--- config.mk ---
export PLATFORM = sky130hd
export DESIGN_NAME = accum_avg_32
export DESIGN_NICKNAME = d
export VERILOG_FILES = /design/src/rtl/accum_avg_32_pkg.sv /design/src/rtl/accum_avg_32_div.sv /design/src/rtl/accum_avg_32.sv
export SDC_FILE = /design/constraint.sdc
export NUM_CORES = 1
export LEC_CHECK = 0
export ABC_AREA = 0
export CORE_UTILIZATION = 51
export CTS_BUF_LIST = sky130_fd_sc_hd__clkbuf_8
export DETAILED_ROUTE_END_ITERATION = 16
export GPL_TIMING_DRIVEN = 1
export HOLD_SLACK_MARGIN = 0.06
export MAX_ROUTING_LAYER = met4
export PLACE_DENSITY = 0.81
export SLEW_MARGIN = 20
export SYNTH_ARGS = -nofsm -noshare
export SYNTH_HDL_FRONTEND = slang
export SYNTH_HIERARCHICAL = 1
export SYNTH_SLANG_ARGS = --single-unit
--- constraint.sdc ---
create_clock -name clk -period 2.4 [get_ports clk]
set_clock_uncertainty 0.15 [all_clocks]
set_input_delay 0.72 -clock clk [delete_from_list [all_inputs] [get_ports clk]]
set_output_delay 0.72 -clock clk [all_outputs]
set_load 0.03 [all_outputs]
--- src/rtl/accum_avg_32_pkg.sv ---
// Shared widths, step counts and FSM encoding for the frame-average reader.
// The rounding build is selected by defining ACCUM_AVG_ROUND_EN.
package accum_avg_32_pkg;

  localparam int ACC_W      = 32;
  localparam int CNT_W      = 16;
  localparam int DVD_W      = ACC_W + 1;
  localparam int DIV_STEPS  = 33;
  localparam int STEP_W     = 6;
  localparam int SETTLE_CYC = 2;

  localparam logic [ACC_W-1:0] DZ_QUOT = 32'hFFFF_FFFF;

  typedef enum logic [2:0] {
    ST_IDLE   = 3'd0,
    ST_SETTLE = 3'd1,
    ST_LOAD   = 3'd2,
    ST_DIV    = 3'd3,
    ST_DONE   = 3'd4
  } fsm_state_t;

endpackage

--- src/rtl/accum_avg_32_div.sv ---
// Sequential restoring divider: 33-bit dividend by 16-bit divisor,
// one quotient bit per cycle, MSB first.
module restoring_div_33x16
  import accum_avg_32_pkg::*;
(
  input  logic             clk,
  input  logic             rst,
  input  logic             load,
  input  logic             abort,
  input  logic [DVD_W-1:0] dividend,
  input  logic [CNT_W-1:0] divisor,
  output logic [DVD_W-1:0] quot,
  output logic             done
);

  logic [DVD_W-1:0]  qd;
  logic [DVD_W-1:0]  qd_next;
  logic [CNT_W-1:0]  rem;
  logic [CNT_W-1:0]  rem_next;
  logic [CNT_W-1:0]  dvs;
  logic [STEP_W-1:0] step;
  logic              running;
  logic [CNT_W:0]    shifted;
  logic [CNT_W:0]    diff;
  logic              ge;

  // qd starts as the dividend and fills with quotient bits from the LSB
  // while dividend bits leave from the MSB into the partial remainder.
  always_comb begin
    shifted  = {rem, qd[DVD_W-1]};
    diff     = shifted - {1'b0, dvs};
    ge       = (shifted >= {1'b0, dvs});
    rem_next = ge ? diff[CNT_W-1:0] : shifted[CNT_W-1:0];
    qd_next  = {qd[DVD_W-2:0], ge};
  end

  // The final quotient is presented in the same cycle as done so the
  // caller can capture it on the step that completes the division.
  assign quot = qd_next;
  assign done = running && (step == STEP_W'(DIV_STEPS - 1));

  always_ff @(posedge clk) begin
    if (rst) begin
      qd      <= '0;
      rem     <= '0;
      dvs     <= '0;
      step    <= '0;
      running <= 1'b0;
    end else if (abort) begin
      step    <= '0;
      running <= 1'b0;
    end else if (load) begin
      qd      <= dividend;
      rem     <= '0;
      dvs     <= divisor;
      step    <= '0;
      running <= 1'b1;
    end else if (running) begin
      qd  <= qd_next;
      rem <= rem_next;
      if (done) begin
        running <= 1'b0;
      end else begin
        step <= step + 1'b1;
      end
    end
  end

endmodule

--- src/rtl/accum_avg_32.sv ---
// Frame-average reader: counts sample strobes per frame and divides the settled
// accumulator result by that count. ACCUM_AVG_ROUND_EN selects half-up rounding.
module accum_avg_32
  import accum_avg_32_pkg::*;
(
  input  logic             clk,
  input  logic             rst,
  input  logic             en,
  input  logic [4:0]       state,
  input  logic [ACC_W-1:0] Acc_In,
  input  logic             start,
  output logic [ACC_W-1:0] Avg,
  output logic [CNT_W-1:0] Cnt,
  output logic             busy,
  output logic             valid,
  output logic             dz_err
);

  fsm_state_t       fsm;
  fsm_state_t       fsm_next;
  logic             state_0;
  logic [1:0]       settle_cnt;
  logic             dz_pend;
  logic             div_load;
  logic             div_abort;
  logic             div_done;
  logic [DVD_W-1:0] dividend;
  logic [DVD_W-1:0] quot;

  // Registered to line up with the accumulator's one-cycle-delayed clear.
  always_ff @(posedge clk) begin
    if (rst) begin
      state_0 <= 1'b0;
    end else begin
      state_0 <= (state == 5'd0);
    end
  end

  always_ff @(posedge clk) begin
    if (rst || state_0) begin
      Cnt <= '0;
    end else if (en && (Cnt != '1)) begin
      Cnt <= Cnt + 1'b1;
    end
  end

`ifdef ACCUM_AVG_ROUND_EN
  assign dividend = {1'b0, Acc_In} + {{(DVD_W-CNT_W){1'b0}}, Cnt >> 1};
`else
  assign dividend = {1'b0, Acc_In};
`endif

  always_ff @(posedge clk) begin
    if (rst) begin
      fsm <= ST_IDLE;
    end else begin
      fsm <= fsm_next;
    end
  end

  always_ff @(posedge clk) begin
    if (rst || (fsm != ST_SETTLE)) begin
      settle_cnt <= '0;
    end else begin
      settle_cnt <= settle_cnt + 1'b1;
    end
  end

  always_comb begin
    fsm_next  = fsm;
    div_load  = 1'b0;
    div_abort = 1'b0;
    case (fsm)
      ST_IDLE: begin
        if (start) fsm_next = ST_SETTLE;
      end
      ST_SETTLE: begin
        if (state_0) begin
          fsm_next  = ST_IDLE;
          div_abort = 1'b1;
        end else if (settle_cnt == 2'(SETTLE_CYC - 1)) begin
          fsm_next = ST_LOAD;
        end
      end
      ST_LOAD: begin
        if (state_0) begin
          fsm_next  = ST_IDLE;
          div_abort = 1'b1;
        end else begin
          fsm_next = ST_DIV;
          div_load = 1'b1;
        end
      end
      ST_DIV: begin
        if (state_0) begin
          fsm_next  = ST_IDLE;
          div_abort = 1'b1;
        end else if (div_done) begin
          fsm_next = ST_DONE;
        end
      end
      ST_DONE: begin
        fsm_next = ST_IDLE;
      end
      default: begin
        fsm_next = ST_IDLE;
      end
    endcase
  end

  assign busy  = (fsm != ST_IDLE);
  assign valid = (fsm == ST_DONE);

  // Quotient bit 32 can only be set by a zero divisor, already flagged by dz_pend.
  always_ff @(posedge clk) begin
    if (rst) begin
      Avg     <= '0;
      dz_err  <= 1'b0;
      dz_pend <= 1'b0;
    end else begin
      if (div_load) begin
        dz_pend <= (Cnt == '0);
      end
      if ((fsm == ST_DIV) && (fsm_next == ST_DONE)) begin
        Avg    <= (dz_pend || quot[DVD_W-1]) ? DZ_QUOT : quot[ACC_W-1:0];
        dz_err <= dz_pend;
      end else if ((fsm == ST_IDLE) && start) begin
        dz_err <= 1'b0;
      end
    end
  end

  restoring_div_33x16 u_div (
    .clk      (clk),
    .rst      (rst),
    .load     (div_load),
    .abort    (div_abort),
    .dividend (dividend),
    .divisor  (Cnt),
    .quot     (quot),
    .done     (div_done)
  );

endmodule

==> impl_metrics.py, run 1 <==
metrics = {
    "outcome": {
        "status": "finished, violations left",
        "violations": "negative setup slack",
    },
    "place": {
        "post_dp_cell_area_sq_mm": 0.00779,
        "numPortBuffers": 91,
        "dp_hpwl_microns": 11300,
        "gp_congestion": 0.895,
    },
    "final_layout": {
        "area_growth_pct": 37.2,
        "final_cell_area_sq_mm": 0.00886,
        "nNetsFinal": 912,
        "drive_gt1_share_pct": 24.1,
        "diodes": 0,
        "fin_util_pct": 72.9,
        "multiInputGateArea_sq_mm": 0.00375,
        "nFillCells": 800,
        "seq_area_sq_mm": 0.00257,
    },
    "setup_path": {
        "path_cells": "inv_2 > ha_4 > nor4b_4 > and3_4 > nand3_2 > or3_4 > or3_4 > clkbuf_16 > o221a_2",
        "critPathCaptureType": "register",
        "cp.required_ns": 2.59,
        "slowest_delay_ns": 0.44,
        "reg2reg_slack_ns": -0.17,
        "startpoint_type": "register",
        "critical_path.most_common_cell": "or3_4",
        "worst_ep_arrival_time_ns": 2.76,
        "cp_slowest_cell": "or3_4",
        "path_max_fanout": 8,
        "path_class": "reg -> reg",
    },
    "route": {
        "vias": 5999,
        "drt-vias-per-instance": 5.82,
        "drc_errors": 0,
        "routed_wl_microns": 18700,
        "drt-wirelength-per-cell_microns": 18.1,
        "drtIter0Drc": 365,
        "ant_nets": 0,
        "firstDrtPassIters": 5,
    },
    "logic_synthesis": {
        "ys_async_sr_fraction_pct": 0,
        "synth_largest_area_cell": "dfxtp_1",
        "yosysMostFrequentCell": "dfxtp_1",
        "synth_top_area_share_pct": 39.7,
        "synthTopCellsByArea": "dfxtp_1 (40%), mux2i_1 (6.8%), o221a_2 (4.5%)",
        "synth_commonest_cells": "dfxtp_1 (128), nor2_1 (70), nand2_1 (60)",
        "ys_seq_area_share_pct": 39.7,
        "synth_cell_types": 68,
        "syn_area_sq_mm": 0.00646,
        "synthCells": 726,
        "synth-main-ff-cell": "dfxtp_1",
        "syn_avg_cell_area_sq_um": 8.90,
        "synth-edff-count": 0,
        "syn-num-nets": 789,
        "yosys_warnings": 6,
        "synth-seq-cells": 128,
    },
    "grt": {
        "grt_max_degree": 65,
        "grt_pass1_vias": 5941,
        "antenna_found_initial": 0,
        "grt_first_pass_wirelength_microns": 28600,
        "grt_remaining_overflow": 0,
        "groute.usage.overall_pct": 28.4,
    },
    "sta": {
        "slew_headroom_pct": 51.5,
        "rsz0062_at_grt": "yes",
        "tightest_slew_ns": 0.727,
        "hold_viol_final": 0,
        "worst_slack_ns": -0.171,
        "setup_viol": 48,
        "max_freq_mhz": 389,
        "period_share_pct": 107,
        "maxSlewViolCount": 0,
        "period_needed_ns": 2.57,
    },
    "clock_tree": {
        "cts_tree": "built",
        "clockRootBuffer": "clkbuf_8",
        "htree_num_levels": 4,
        "clock_latency_ns": 0.45,
        "cts_buffers": 17,
        "clock-sinks": 128,
        "clk_path_buf_depth": 2,
        "path_clk_slew_ns": 0.08,
    },
    "pwr": {
        "powerDensity_mw_per_mm2": 536,
        "fin_total_pwr_uw": 4750,
        "total_leakage_power_uw": 0.00365,
        "ir_drop_mv": 0.475,
    },
    "floorplanning": {
        "die_w_microns": 115,
        "io_pins": 92,
        "core-area_sq_mm": 0.0122,
        "row_count": 40,
        "chipHeight_microns": 115,
        "die_area_sq_mm": 0.0131,
        "initial_core_util_pct": 53.1,
    },
    "flow_run": {
        "cap_violations": 0,
    },
    "min_path": {
        "hold_class": "reg -> reg",
    },
}
-- through the flow --
| step | hold slack, ns | setup TNS, ns | cells | setup slack (ns) |
|---|---|---|---|---|
| global route | 0.286 | -7.83 | 1030 | -0.232 |
| global placement | 0.254 | -1.74 | 984 | -0.123 |
| floorplan | 0.246 | -0.0577 | 726 | -0.0577 |
| finish | 0.269 | -4.22 | 1030 | -0.171 |
| detailed placement | 0.261 | -4.88 | 984 | -0.191 |
| CTS | 0.271 | -2.64 | 1026 | -0.102 |
-- cell usage in the layout, fill, tap and decap left out, types with 23 or more instances in the layout --
cell,n
a211oi_1,33
a21oi_1,46
buf_4,80
clkdlybuf4s50_1,53
dfxtp_1,118
dlymetal6s2s_1,23
inv_1,29
mux2i_1,42
nand2_1,60
nor2_1,68
o221a_4,25
-- registers in the layout, indices dropped and copies added (netlist names) --
register       flops
settle_cnt         2
u_div/rem         16
Avg               32
u_div/step         6
u_div/running      1
fsm                3
dz_err             1
Cnt               16
u_div/dvs         16
state_0            1
u_div/qd          33
dz_pend            1
-- per-layer routing --
layer | vias up | part of all wire, % | GRT usage (%)
li1 | 2843 | - | -
met1 | 2863 | 41 | 33.9
met2 | 232 | 50 | 46.3
met3 | 61 | 6.0 | 6.14
met4 | 0 | 3.3 | 11.9
met5 | - | 0 | -
-- layout make-up --
type	count	share of cell area, %
tap	168	2.37
sequential	128	29.0
clock inverter	14	2.43
clock buffer	18	2.79
timing repair buffer	182	19.5
multi-input combinational	483	42.3
inverter	37	1.57
-- worst paths after layout --
kind	start	endpoint	cells past startpoint
hold reg to reg	settle_cnt[0]	settle_cnt[0]	1
hold / removal	settle_cnt[0]	settle_cnt[0]	1
setup / recovery	u_div/step[1]	Avg[25]	9
setup reg to reg	u_div/step[1]	Avg[25]	9
-- kinds of logic after synthesis --
kind of cell	synth area share, %
buf+inv	9.41
flops	39.7
mux	6.99
xor+xnor	2.30
fa+ha+maj	4.38
other cells	0.0580
simple gates	16.2
compound gates	21.0
-- what timing repair did --
item	4_1_cts	5_1_grt
resized for setup	55	63
setup buffers	7	4
setup endpoints to repair	63	63
gates cloned	3	1
pin swaps	20	25
hold buffers	0	0
-- critical path, delay by kind of cell (launching register included) --
kind,cells,cell delay (ns)
buffers and inverters,2,0.29
adders and majority gates,1,0.11
DFF,1,0.33
and+or+nand+nor,5,1.32
AOI/OAI and AO/OA,1,0.26
-- where the power goes --
part           leakage (uW)  total (uW)  switching (uW)  internal, uW
clock network      0.000222        2170             905          1260
registers           0.00104        2220            49.0          2170
logic               0.00239         373             199           174
(Power assumes the default switching activity.)
==> run 2: changes to the inputs <==
--- a/config.mk
+++ b/config.mk
@@ -6,6 +6,8 @@
 export NUM_CORES = 1
 export LEC_CHECK = 0
 export ABC_AREA = 0
+export CAP_MARGIN = 5
+export CORE_MARGIN = 4
 export CORE_UTILIZATION = 51
 export CTS_BUF_LIST = sky130_fd_sc_hd__clkbuf_8
 export DETAILED_ROUTE_END_ITERATION = 16
==> impl_metrics.py, run 2 (synthesis gave the netlist of run 1 again) <==
metrics = {
    "place": {
        "dp_hpwl_microns": 11100,
        "dp.cells": 974,
        "post_dp_cell_area_sq_mm": 0.00773,
        "gp_congestion": 0.881,
        "numPortBuffers": 91,
    },
    "grt": {
        "groute.usage.overall_pct": 24.7,
        "grt_first_pass_wirelength_microns": 28600,
        "grt_remaining_overflow": 0,
        "antenna_found_initial": 0,
        "grt_pass1_vias": 5819,
        "grt_max_degree": 65,
    },
    "clock_tree": {
        "cts_tree": "built",
        "cts_buffers": 17,
        "clock-sinks": 128,
        "path_clk_slew_ns": 0.08,
        "cts_hold_buf": 0,
        "clk_path_buf_depth": 2,
        "clockRootBuffer": "clkbuf_8",
        "htree_num_levels": 4,
        "clock_latency_ns": 0.46,
    },
    "floorplanning": {
        "io_pins": 92,
        "row_count": 40,
        "core-area_sq_mm": 0.0122,
        "die_w_microns": 121,
        "initial_core_util_pct": 52.9,
        "die_area_sq_mm": 0.0145,
        "chipHeight_microns": 121,
    },
    "min_path": {
        "hold_class": "reg -> reg",
        "holdPathEnd": "settle_cnt[0]",
        "holdPathStages": 1,
        "hold_start": "settle_cnt[0]",
    },
    "setup_path": {
        "startpoint_type": "register",
        "slowest_delay_ns": 0.37,
        "cp_slowest_cell": "a221o_1",
        "worst_ep_arrival_time_ns": 2.85,
        "path_class": "reg -> reg",
        "reg2reg_depth": 9,
        "reg2reg_slack_ns": -0.27,
        "startpoint": "u_div/dvs[3]",
        "path_cells": "inv_2 > ha_4 > a21o_1 > a221o_1 > a211o_1 > a21boi_4 > buf_6 > mux2i_2 > o21ai_2",
        "reg2reg_from": "u_div/dvs[3]",
        "cpLargestDelayFamily": "compound AO/OA/AOI/OAI gates",
        "critPathCaptureType": "register",
        "cp.required_ns": 2.58,
        "crit_buf_inv": 2,
        "reg2reg_to": "u_div/rem[3]",
        "path_max_fanout": 6,
    },
    "final_layout": {
        "final_cell_mix": "dfxtp_1 (115), buf_4 (70), nor2_1 (69)",
        "diodes": 0,
        "final_common_cell": "dfxtp_1",
        "largest_reg_flops": 33,
        "top_regs": "u_div/qd (33), Avg (32)",
        "nNetsFinal": 912,
        "regMostFlops": "u_div/qd",
        "final_cell_area_sq_mm": 0.00893,
        "drive_gt1_share_pct": 25.5,
        "area_growth_pct": 38.2,
        "stdcell_count": 1030,
    },
    "route": {
        "routed_wl_microns": 20300,
        "drt-wirelength-per-cell_microns": 19.7,
        "drt-vias-per-instance": 6.10,
        "drtIter0Drc": 600,
        "ant_nets": 0,
        "drc_errors": 0,
        "firstDrtPassIters": 5,
        "vias": 6279,
    },
    "pwr": {
        "powerDensity_mw_per_mm2": 493,
        "ir_drop_mv": 0.485,
        "total_leakage_power_uw": 0.00372,
    },
    "sta": {
        "slew_headroom_pct": 59.7,
        "rsz0062_at_grt": "yes",
        "period_share_pct": 111,
        "maxSlewViolCount": 0,
        "period_needed_ns": 2.67,
        "worst_slack_ns": -0.268,
        "max_freq_mhz": 375,
        "tightest_slew_ns": 0.600,
        "hold_viol_final": 0,
        "setup_viol": 49,
    },
    "flow_run": {
        "cap_violations": 0,
    },
    "outcome": {
        "status": "finished, violations left",
        "violations": "negative setup slack",
    },
}
==> run 2: changes by cell type in the layout (fill, tap and decap cells not counted), moves of 3 or more <==
cell,change
clkinvlp_4,-3
buf_6,+9
buf_4,-10
dlymetal6s2s_1,+3
bufinv_16,-4
inv_6,+3
clkinv_2,+4
dfxtp_1,-3
clkdlybuf4s50_1,-4
==> run 2: worst reg2reg max path: stages, from the launching register on <==
cell      delay, ns
dfxtp_2        0.36
inv_2          0.06
ha_4           0.25
a21o_1         0.18
a221o_1        0.37
a211o_1        0.33
a21boi_4       0.29
buf_6          0.19
mux2i_2        0.28
o21ai_2        0.09
==> run 2: cell type report <==
type                       count  area (sq um)
timing repair buffer         182          1800
multi-input combinational    483          3810
inverter                      37           139
clock inverter                12           106
clock buffer                  20           275
tap                          168           210
sequential                   128          2580
fill                         808          3280
==> run 2: timing repair <==
action                                  CTS  global route
pin swaps                                24            32
setup buffers                             9            11
resized for setup                        63            85
endpoints found under the hold margin     0             0
gates cloned                              2             4
endpoints found under the setup margin   64            68
==> run 2: metrics by stage <==
| step | setup WS (ns) | hold slack, ns | total power, uW | utilization [%] | TNS, ns |
|---|---|---|---|---|---|
| finish | -0.268 | 0.296 | 4410 | 73.1 | -6.99 |
| global route | -0.310 | 0.302 | 4560 | 73.1 | -9.53 |
| CTS | -0.115 | 0.281 | 4370 | 68.6 | -2.97 |
| detailed placement | -0.216 | 0.270 | 2590 | 63.3 | -6.15 |
| global placement | -0.147 | 0.255 | 2580 | 63.3 | -3.55 |
| floorplan | -0.0577 | 0.246 | 2490 | - | -0.0577 |
==> run 2: routing by layer <==
metal	GRT usage [%]	vias up	share of wire, %
li1	-	2845	-
met2	40.2	344	49
met4	10.4	0	4.1
met1	30.0	3013	40
met3	5.05	77	6.9
met5	-	-	0
==> run 2: worst max path at each step <==
stage              endpoint  slack [ns]  cells past startpoint
2_1_floorplan        Avg[0]       -0.06                      9
3_3_place_gp        Cnt[15]       -0.15                      5
3_5_place_dp         Cnt[9]       -0.22                      5
4_1_cts        u_div/rem[2]       -0.11                      9
5_1_grt        u_div/rem[3]       -0.31                     11
6_report       u_div/rem[3]       -0.27                      9
==> run 2: power breakdown <==
part | internal (uW) | switching, uW
Clock | 904 | 912
Combinational | 175 | 198
Sequential | 2170 | 49.7
